`src/rtl/gpr_access_arbiter_if.sv`:
```
// Signal bundle linking the two GPR requesters and the register file to the arbiter.
// The arbiter connects to the slave modport; the requester/GPR environment uses master.
interface gpr_access_arbiter_if #(
  parameter int DATA_W = 14,
  parameter int ADDR_W = 12
);
  logic              a_req;
  logic              a_we;
  logic [3:0]        a_idx;
  logic [DATA_W-1:0] a_wdata;
  logic              a_gnt;
  logic              a_rvalid;
  logic [DATA_W-1:0] a_rdata;

  logic              b_req;
  logic              b_we;
  logic [3:0]        b_idx;
  logic [DATA_W-1:0] b_wdata;
  logic              b_gnt;
  logic              b_rvalid;
  logic [DATA_W-1:0] b_rdata;
  logic              b_err;

  logic [ADDR_W-1:0] gpr_address;
  logic              gpr_rd;
  logic              gpr_wr;
  logic [DATA_W-1:0] gpr_wdata;
  logic              gpr_data_oe;
  logic [DATA_W-1:0] gpr_rdata;

  modport slave (
    input  a_req, a_we, a_idx, a_wdata,
    input  b_req, b_we, b_idx, b_wdata,
    input  gpr_rdata,
    output a_gnt, a_rvalid, a_rdata,
    output b_gnt, b_rvalid, b_rdata, b_err,
    output gpr_address, gpr_rd, gpr_wr, gpr_wdata, gpr_data_oe
  );

  modport master (
    output a_req, a_we, a_idx, a_wdata,
    output b_req, b_we, b_idx, b_wdata,
    output gpr_rdata,
    input  a_gnt, a_rvalid, a_rdata,
    input  b_gnt, b_rvalid, b_rdata, b_err,
    input  gpr_address, gpr_rd, gpr_wr, gpr_wdata, gpr_data_oe
  );
endinterface

```
`src/rtl/gpr_access_arbiter.sv`:
```
// Two-port round-robin arbiter serialising accesses to the 16-entry GPR file,
// with FLAGS write protection against port B. Every output comes from a flop.
module gpr_access_arbiter #(
  parameter int DATA_W    = 14,
  parameter int ADDR_W    = 12,
  parameter int FLAGS_IDX = 8
) (
  input logic                clk,
  input logic                rst,
  gpr_access_arbiter_if.slave bus
);
  typedef enum logic [1:0] {IDLE, ISSUE, RWAIT} state_t;

  state_t            state_q, state_d;
  logic              rr_q, rr_d;      // port granted last: 1 = B
  logic              port_q, port_d;
  logic              we_q, we_d;
  logic              a_gnt_q, a_gnt_d, b_gnt_q, b_gnt_d, b_err_q, b_err_d;
  logic              a_rvalid_q, a_rvalid_d, b_rvalid_q, b_rvalid_d;
  logic [DATA_W-1:0] a_rdata_q, a_rdata_d, b_rdata_q, b_rdata_d;
  logic              rd_q, rd_d, wr_q, wr_d, oe_q, oe_d;
  logic [3:0]        addr_q, addr_d;
  logic [DATA_W-1:0] wdata_q, wdata_d;

  logic              win;
  logic              win_we;
  logic [3:0]        win_idx;
  logic [DATA_W-1:0] win_wdata;
  logic              win_prot;

  // A lone requester wins outright; on a tie the port not granted last wins.
  assign win       = (bus.a_req && bus.b_req) ? ~rr_q : bus.b_req;
  assign win_we    = win ? bus.b_we    : bus.a_we;
  assign win_idx   = win ? bus.b_idx   : bus.a_idx;
  assign win_wdata = win ? bus.b_wdata : bus.a_wdata;
  assign win_prot  = win && win_we && (win_idx == 4'(FLAGS_IDX));

  always_comb begin
    state_d    = state_q;
    rr_d       = rr_q;
    port_d     = port_q;
    we_d       = we_q;
    a_gnt_d    = 1'b0;
    b_gnt_d    = 1'b0;
    b_err_d    = 1'b0;
    a_rvalid_d = 1'b0;
    b_rvalid_d = 1'b0;
    a_rdata_d  = a_rdata_q;
    b_rdata_d  = b_rdata_q;
    rd_d       = 1'b0;
    wr_d       = 1'b0;
    oe_d       = 1'b0;
    addr_d     = '0;
    wdata_d    = '0;
    case (state_q)
      IDLE: begin
        if (bus.a_req || bus.b_req) begin
          state_d = ISSUE;
          rr_d    = win;
          port_d  = win;
          we_d    = win_we;
          a_gnt_d = ~win;
          b_gnt_d = win;
          addr_d  = win_idx;
          if (!win_we) begin
            rd_d = 1'b1;
          end else if (win_prot) begin
            b_err_d = 1'b1;
          end else begin
            wr_d    = 1'b1;
            oe_d    = 1'b1;
            wdata_d = win_wdata;
          end
        end
      end
      ISSUE: begin
        state_d = we_q ? IDLE : RWAIT;
      end
      RWAIT: begin
        // The GPR's registered read output is valid during this state.
        state_d = IDLE;
        if (port_q) begin
          b_rdata_d  = bus.gpr_rdata;
          b_rvalid_d = 1'b1;
        end else begin
          a_rdata_d  = bus.gpr_rdata;
          a_rvalid_d = 1'b1;
        end
      end
      default: state_d = IDLE;
    endcase
  end

  always_ff @(posedge clk) begin
    if (rst) begin
      state_q    <= IDLE;
      rr_q       <= 1'b1;
      port_q     <= 1'b0;
      we_q       <= 1'b0;
      a_gnt_q    <= 1'b0;
      b_gnt_q    <= 1'b0;
      b_err_q    <= 1'b0;
      a_rvalid_q <= 1'b0;
      b_rvalid_q <= 1'b0;
      a_rdata_q  <= '0;
      b_rdata_q  <= '0;
      rd_q       <= 1'b0;
      wr_q       <= 1'b0;
      oe_q       <= 1'b0;
      addr_q     <= '0;
      wdata_q    <= '0;
    end else begin
      state_q    <= state_d;
      rr_q       <= rr_d;
      port_q     <= port_d;
      we_q       <= we_d;
      a_gnt_q    <= a_gnt_d;
      b_gnt_q    <= b_gnt_d;
      b_err_q    <= b_err_d;
      a_rvalid_q <= a_rvalid_d;
      b_rvalid_q <= b_rvalid_d;
      a_rdata_q  <= a_rdata_d;
      b_rdata_q  <= b_rdata_d;
      rd_q       <= rd_d;
      wr_q       <= wr_d;
      oe_q       <= oe_d;
      addr_q     <= addr_d;
      wdata_q    <= wdata_d;
    end
  end

  assign bus.a_gnt       = a_gnt_q;
  assign bus.b_gnt       = b_gnt_q;
  assign bus.b_err       = b_err_q;
  assign bus.a_rvalid    = a_rvalid_q;
  assign bus.b_rvalid    = b_rvalid_q;
  assign bus.a_rdata     = a_rdata_q;
  assign bus.b_rdata     = b_rdata_q;
  assign bus.gpr_rd      = rd_q;
  assign bus.gpr_wr      = wr_q;
  assign bus.gpr_data_oe = oe_q;
  assign bus.gpr_wdata   = wdata_q;
  assign bus.gpr_address = {{(ADDR_W-4){1'b0}}, addr_q};
endmodule

```
`src/flat_wrapper.sv`:
```
// flat-port wrapper written by rule: the top's interface ports become plain ports
module gpr_access_arbiter_flat 
#(
  parameter int DATA_W    = 14,
  parameter int ADDR_W    = 12,
  parameter int FLAGS_IDX = 8
)
  (clk, rst, bus_a_req, bus_a_we, bus_a_idx, bus_a_wdata, bus_b_req, bus_b_we, bus_b_idx, bus_b_wdata, bus_gpr_rdata, bus_a_gnt, bus_a_rvalid, bus_a_rdata, bus_b_gnt, bus_b_rvalid, bus_b_rdata, bus_b_err, bus_gpr_address, bus_gpr_rd, bus_gpr_wr, bus_gpr_wdata, bus_gpr_data_oe);
  gpr_access_arbiter_if #(.DATA_W(DATA_W), .ADDR_W(ADDR_W)) bus_i ();
  input logic clk;
  input logic rst;
  input wire logic [$bits(bus_i.a_req)-1:0] bus_a_req;
  input wire logic [$bits(bus_i.a_we)-1:0] bus_a_we;
  input wire logic [$bits(bus_i.a_idx)-1:0] bus_a_idx;
  input wire logic [$bits(bus_i.a_wdata)-1:0] bus_a_wdata;
  input wire logic [$bits(bus_i.b_req)-1:0] bus_b_req;
  input wire logic [$bits(bus_i.b_we)-1:0] bus_b_we;
  input wire logic [$bits(bus_i.b_idx)-1:0] bus_b_idx;
  input wire logic [$bits(bus_i.b_wdata)-1:0] bus_b_wdata;
  input wire logic [$bits(bus_i.gpr_rdata)-1:0] bus_gpr_rdata;
  output wire logic [$bits(bus_i.a_gnt)-1:0] bus_a_gnt;
  output wire logic [$bits(bus_i.a_rvalid)-1:0] bus_a_rvalid;
  output wire logic [$bits(bus_i.a_rdata)-1:0] bus_a_rdata;
  output wire logic [$bits(bus_i.b_gnt)-1:0] bus_b_gnt;
  output wire logic [$bits(bus_i.b_rvalid)-1:0] bus_b_rvalid;
  output wire logic [$bits(bus_i.b_rdata)-1:0] bus_b_rdata;
  output wire logic [$bits(bus_i.b_err)-1:0] bus_b_err;
  output wire logic [$bits(bus_i.gpr_address)-1:0] bus_gpr_address;
  output wire logic [$bits(bus_i.gpr_rd)-1:0] bus_gpr_rd;
  output wire logic [$bits(bus_i.gpr_wr)-1:0] bus_gpr_wr;
  output wire logic [$bits(bus_i.gpr_wdata)-1:0] bus_gpr_wdata;
  output wire logic [$bits(bus_i.gpr_data_oe)-1:0] bus_gpr_data_oe;
  assign bus_i.a_req = bus_a_req;
  assign bus_i.a_we = bus_a_we;
  assign bus_i.a_idx = bus_a_idx;
  assign bus_i.a_wdata = bus_a_wdata;
  assign bus_i.b_req = bus_b_req;
  assign bus_i.b_we = bus_b_we;
  assign bus_i.b_idx = bus_b_idx;
  assign bus_i.b_wdata = bus_b_wdata;
  assign bus_i.gpr_rdata = bus_gpr_rdata;
  assign bus_a_gnt = bus_i.a_gnt;
  assign bus_a_rvalid = bus_i.a_rvalid;
  assign bus_a_rdata = bus_i.a_rdata;
  assign bus_b_gnt = bus_i.b_gnt;
  assign bus_b_rvalid = bus_i.b_rvalid;
  assign bus_b_rdata = bus_i.b_rdata;
  assign bus_b_err = bus_i.b_err;
  assign bus_gpr_address = bus_i.gpr_address;
  assign bus_gpr_rd = bus_i.gpr_rd;
  assign bus_gpr_wr = bus_i.gpr_wr;
  assign bus_gpr_wdata = bus_i.gpr_wdata;
  assign bus_gpr_data_oe = bus_i.gpr_data_oe;
  gpr_access_arbiter #(.DATA_W(DATA_W), .ADDR_W(ADDR_W), .FLAGS_IDX(FLAGS_IDX)) u_core (.clk(clk), .rst(rst), .bus(bus_i));
endmodule
```
`config.mk`:
```
export PLATFORM = sky130hd
export DESIGN_NAME = gpr_access_arbiter_flat
export DESIGN_NICKNAME = d
export VERILOG_FILES = /design/src/rtl/gpr_access_arbiter_if.sv /design/src/rtl/gpr_access_arbiter.sv /design/src/flat_wrapper.sv
export SDC_FILE = /design/constraint.sdc
export NUM_CORES = 1
export LEC_CHECK = 0
export ABC_CLOCK_PERIOD_IN_PS = 2500
export CAP_MARGIN = 20
export CORE_MARGIN = 2
export CORE_UTILIZATION = 44
export CTS_BUF_LIST = sky130_fd_sc_hd__clkbuf_8
export CTS_CLUSTER_SIZE = 25
export DETAILED_ROUTE_END_ITERATION = 8
export PLACE_DENSITY = 0.93
export RECOVER_POWER = 25
export SETUP_SLACK_MARGIN = 0.15
export SYNTH_ARGS = -nofsm -noshare
export SYNTH_HDL_FRONTEND = slang
export SYNTH_SLANG_ARGS = --single-unit
```
`constraint.sdc`:
```
create_clock -name clk -period 2.5 [get_ports clk]
set_input_delay 0.375 -clock clk [delete_from_list [all_inputs] [get_ports clk]]
set_output_delay 0.375 -clock clk [all_outputs]
set_load 0.01 [all_outputs]
```
Yosys cells after proc, flatten, opt, wreduce, memory -nomap -nowiden
Cells that the tools add are included.
W data, S select, Z words.

word-level totals
  register bits after elaboration = 58
  bits of input ports = 56
  output and inout port bits = 62
  word-level logic and storage cells = 50

operators by class
  equal/unequal tests = 4
  multiplexer cells = 12
  bitwise operators = 7
  reductions and logical operators = 12

operators by type and width
  kind                  number
  $mux W14              1
  $mux W1               7
  $not A1 Y1            7
  $reduce_and A2 Y1     3
  $reduce_or A5 Y1      1
  $eq A4 B4 Y1 const B  1
  $mux W2               2
  $mux W4               1
  $pmux W2 S2           1
  $reduce_or A4 Y1      1
  $logic_and A1 B1 Y1   3
  $reduce_or A3 Y1      1
  $eq A2 B1 Y1 const B  1
  $eq A2 B2 Y1 const B  1
  $logic_not A2 Y1      1
  $ne A2 B1 Y1 const B  1
  $reduce_or A2 Y1      1
  $logic_or A1 B1 Y1    1

Depth between registers and ports, before layout
  depth after elaboration = 6
  mapped depth = 5
  gate-level depth less buffers = 4

Worst setup path before layout
Ideal clock, no wire load.

  kind = input to register
  from = in bus_b_req
  to = reg u_core.we_q
  library setup time = 0.129 ns
  arrival time = 1.255 ns
  data required time = 2.371 ns
  path slack = 1.115 ns
  cell stages on the path = 4
  path buffers = 1
  cell sequence = a21boi_4 > mux2i_4 > buf_4 > o22ai_1

on the way
  cells in the longest elaborated chain, start to end = 3
  elaborated cells between the ends (all ways) = 5
  those cells by class = mux (2); reduce/logical (3)

ends and longest elaborated chain
  element               RTL line                   source
  from (decl)           flat_wrapper.sv:16         input wire logic [$bits(bus_i.b_req)-1:0] bus_b_req;
  $logic_and A1 B1 Y1   gpr_access_arbiter.sv:32   assign win = (bus.a_req && bus.b_req) ? ~rr_q : bus.b_req;
  $mux W1               gpr_access_arbiter.sv:32
  $mux W1               gpr_access_arbiter.sv:33   assign win_we = win ? bus.b_we : bus.a_we;
  to (signal assigned)  gpr_access_arbiter.sv:116  we_q <= we_d;
  to (decl)             gpr_access_arbiter.sv:17   logic we_q, we_d;

Several ways; a longest one is shown, not always the timed one.
A chain may end at the register's enable or synchronous reset.

Worst setup path after layout
  from = in bus_a_req
  to = reg u_core.b_err_q (netlist: u_core.bus.b_err)

on the way
  cells in the longest elaborated chain, start to end = 6
  elaborated cells between the ends (all ways) = 12
  those cells by class = eq/ne (1); mux (4); bitwise (2); reduce/logical (5)

ends and longest elaborated chain
  element                                                     RTL line                                            source
  from (decl)                                                 flat_wrapper.sv:12                                  input wire logic [$bits(bus_i.a_req)-1:0] bus_a_req;
  $logic_and A1 B1 Y1                                         gpr_access_arbiter.sv:32
  $mux W1                                                     gpr_access_arbiter.sv:32
  $mux W4 / $mux W1 (equally long branches)                   gpr_access_arbiter.sv:34, gpr_access_arbiter.sv:33
  $eq A4 B4 Y1 / $logic_and A1 B1 Y1 (equally long branches)  gpr_access_arbiter.sv:36                            assign win_prot = win && win_we && (win_idx == 4'(FLAGS_IDX));
  $logic_and A1 B1 Y1                                         gpr_access_arbiter.sv:36
  $mux W1                                                     gpr_access_arbiter.sv:67                            end else if (win_prot) begin
  to (signal assigned)                                        gpr_access_arbiter.sv:119                           b_err_q <= b_err_d;
  to (decl)                                                   gpr_access_arbiter.sv:18                            logic a_gnt_q, a_gnt_d, b_gnt_q, b_gnt_d, b_err_q, b_err_d;

Several ways; a longest one is shown, not always the timed one.

==> metrics.cfg <==
[routing]
via_count = 2183
ant_nets = 0
route.met2.wl_um = 3197
wl_met3_um = 694
firstDrtPassIters = 4
highest_layer = met4
via_per_inst = 5.053
met1Wirelength_um = 2395
wire_per_inst_um = 14.69
wirelength_um = 6344
drtIter0Drc = 105
drc = 0

[yosys]
synth_top_family_by_area = compound AO/OA/AOI/OAI gates
synthTopCellsByArea = dfxtp_1, nand2_1, a21oi_1
synthXorXnorAreaFrac_pct = 0
synthAdderAreaFrac_pct = 0
yosys.area_share.simple_pct = 17.85
synthMuxAreaShare_pct = 0.9917
yosys_warnings = 0
yosysSeqAreaShare_pct = 51.13
ys_seq_elements = 58
ys_types = 30
yosysTopAreaCell = dfxtp_1
syn_inst = 253
synth_area_per_cell_um2 = 8.976
synth_compound_area_share_pct = 21.60
synth_top_area_share_pct = 51.13
syn_area_um2 = 2271

[run_status]
outcome = completed

[floorplanning]
core_um2 = 5042
die_w_um = 75.84
start_util_pct = 45.04
die_area_um2 = 5752
die_h_um = 75.84
rows = 26
boundaryPins = 118

[sta]
setup_viol = 0
rsz0062_at_grt = no
drv_slew = 0
tightest_slew_ns = 0.6557
fin_skew_ns = 0.008316
timing.final.ws_setup_ns = 0.8733
relSlewSlack_pct = 56.15
fin_crit_ns = 1.627
finalHoldViolations = 0
fmax_mhz = 614.7
finalCritPeriodShare_pct = 65.07
hold_slack_ns = 0.4204
finalSetupTns_ns = 0

[power_and_ir_drop]
p_int_w = 0.001899
max-vdd-ir-drop_uv = 475.7
comb_power_share_pct = 13.3
p_seq_share_pct = 40.0
power_switching_w = 0.0005550
p_leak_nw = 1.283
clkPwrFrac_pct = 46.7
powerDensity_nw_per_um2 = 678.5
swShare_pct = 22.61

[finish]
nets = 413
multiInputGateArea_um2 = 948.4
antenna_cells = 0
fill_cells = 357
syn2layout_area_growth_pct = 59.28
regArea_um2 = 1161
drive_gt1_share_pct = 11.05

[cts]
clock_latency_ns = 0.33
path_clk_slew_ns = 0.07
cts_root_buf = clkbuf_8
post_cts_resized = 0
cts_tree = yes
cts_inserted_buffers = 9
htree_num_levels = 3
ctsHoldBuffers = 0
clk_path_buf_depth = 2
clkSinkCount = 58
cts_setup_buffers = 0

[grt]
grt-ovfl-total = 0
globalRouteTotalUtil_pct = 22.97
grt_max_degree = 33
grt_pass1_vias = 2131
grt_pass1_wl_um = 9873
antenna_found_initial = 0

[worst_setup_path]
startpoint_type = input port
critPathMaxFanout = 12
startpoint = bus_a_req
critical_path_required_ns = 2.74
critPathKind = input port to flop
end_kind = flop
cp.arrival_ns = 1.87
r2r_start = u_core.state_q[0]

[place]
portBuffers = 109
pre_cts_ws_ns = 0.5836
gp_routability_congestion = 0.7619
dp_hpwl_um = 4588

[hold_path]
holdCritPathClass = flop to flop
hold_start = u_core.we_q

[job]
timing.max_cap.violations = 0

-- final cells by class --
type | instances | area share, %
Tap cell | 70 | 2.421
Multi-Input combinational cell | 169 | 26.22
Clock inverter | 7 | 3.909
Clock buffer | 9 | 3.424
Timing Repair Buffer | 116 | 31.62
Inverter | 3 | 0.3113
Sequential cell | 58 | 32.10
-- sequential cells by signal (all words and copies together), names as in the netlist --
register	count
u_core.bus.a_rdata	14
u_core.bus.b_rdata	14
u_core.bus.gpr_wdata	14
u_core.addr_q	4
u_core.state_q	2
u_core.bus.a_gnt	1
u_core.bus.a_rvalid	1
u_core.bus.b_err	1
u_core.bus.b_gnt	1
u_core.bus.b_rvalid	1
u_core.bus.gpr_rd	1
u_core.bus.gpr_wr	1
u_core.port_q	1
u_core.rr_q	1
u_core.we_q	1
-- metrics by stage --
| stage | std cells | area (µm²) | total power (W) | utilization (%) |
|---|---|---|---|---|
| floorplan | 260 | 2297 | 0.001158 | - |
| global placement | 416 | 3352 | 0.001317 | 66.48 |
| detailed placement | 416 | 3352 | 0.001327 | 66.48 |
| CTS | 432 | 3617 | 0.002473 | 71.74 |
| global route | 432 | 3617 | 0.002533 | 71.74 |
| finish | 432 | 3617 | 0.002454 | 71.74 |
-- worst max-delay path, stage by stage --
cell and delay [ns]:
clkdlybuf4s50_1 0.58, o21bai_1 0.13, or3_1 0.34, buf_4 0.20
nor4_2 0.23
-- cell usage in the layout (no fill, tap or decap) --
cell type / netlist / layout
a2bb2oi_1: 1 / 1
conb_1: 1 / 8
a211oi_1: 3 / 3
and3b_1: 1 / 1
a21bo_2: 1 / 1
a21boi_4: 1 / 1
o211ai_1: 14 / 14
dfxtp_1: 58 / 58
clkbuf_8: 0 / 9
inv_1: 3 / 3
nor4b_1: 1 / 1
or3b_1: 1 / 1
or3_1: 1 / 1
clkinvlp_4: 0 / 1
mux2i_4: 1 / 1
o21bai_1: 2 / 2
nor4_2: 1 / 1
o22ai_1: 2 / 2
nor3_1: 1 / 1
a21oi_1: 32 / 32
buf_4: 11 / 7
nor3_2: 1 / 1
nand3b_1: 1 / 1
nor3b_2: 1 / 1
clkdlybuf4s50_1: 0 / 109
nor2_1: 4 / 4
clkinv_4: 0 / 1
bufinv_16: 0 / 4
a211oi_2: 11 / 11
clkinv_2: 0 / 1
and2_1: 1 / 1
nand2_1: 78 / 78
nand4bb_1: 1 / 1
-- synthesized netlist by cell type --
cell type	n
buf_2	6
clkbuf_1	11
buf_6	2
nor3b_2	1
nor2_1	4
a211oi_2	11
nor4b_1	1
nand4bb_1	1
and3b_1	1
a21bo_2	1
a21oi_1	32
o211ai_1	14
nand2_1	78
nor4_2	1
a2bb2oi_1	1
conb_1	1
or3_1	1
mux2i_4	1
nor3_1	1
a21boi_4	1
or3b_1	1
o22ai_1	2
nor3_2	1
dfxtp_1	58
o21bai_1	2
a211oi_1	3
and2_1	1
buf_4	11
inv_1	3
nand3b_1	1
-- kinds of logic (layout without fill, tap and decap cells) --
family | after synthesis | in the layout
other | 1 | 8
AOI/OAI and AO/OA | 67 | 67
muxes | 1 | 1
and+or+nand+nor | 93 | 93
buffers and inverters | 33 | 135
DFF | 58 | 58
-- per-layer routing --
layer / vias to the layer above / global-route usage (%)
li1: 1043 / -
met1: 1005 / 25.78
met2: 127 / 39.85
met3: 8 / 10.05
met4: 0 / 5.848
met5: - / 0
-- power groups by stage --
stage | Clock (W) | Combinational (W) | Sequential (W)
floorplan | 0 | 0.000145 | 0.00101
global placement | 0 | 0.000317 | 0.000999
finish | 0.00115 | 0.000327 | 0.000981
detailed placement | 0 | 0.000325 | 0.00100
global route | 0.00119 | 0.000355 | 0.000984
CTS | 0.00116 | 0.000328 | 0.000981
-- path summary, 6_finish.rpt --
kind | end | slack (ns) | depth (start not counted)
max | u_core.bus.b_err | 0.87 | 5
min reg2reg | u_core.state_q[1] | 0.42 | 1
min | u_core.state_q[1] | 0.42 | 1
max reg2reg | u_core.bus.b_err | 1.06 | 4
Power figures use the tool's default switching activity.
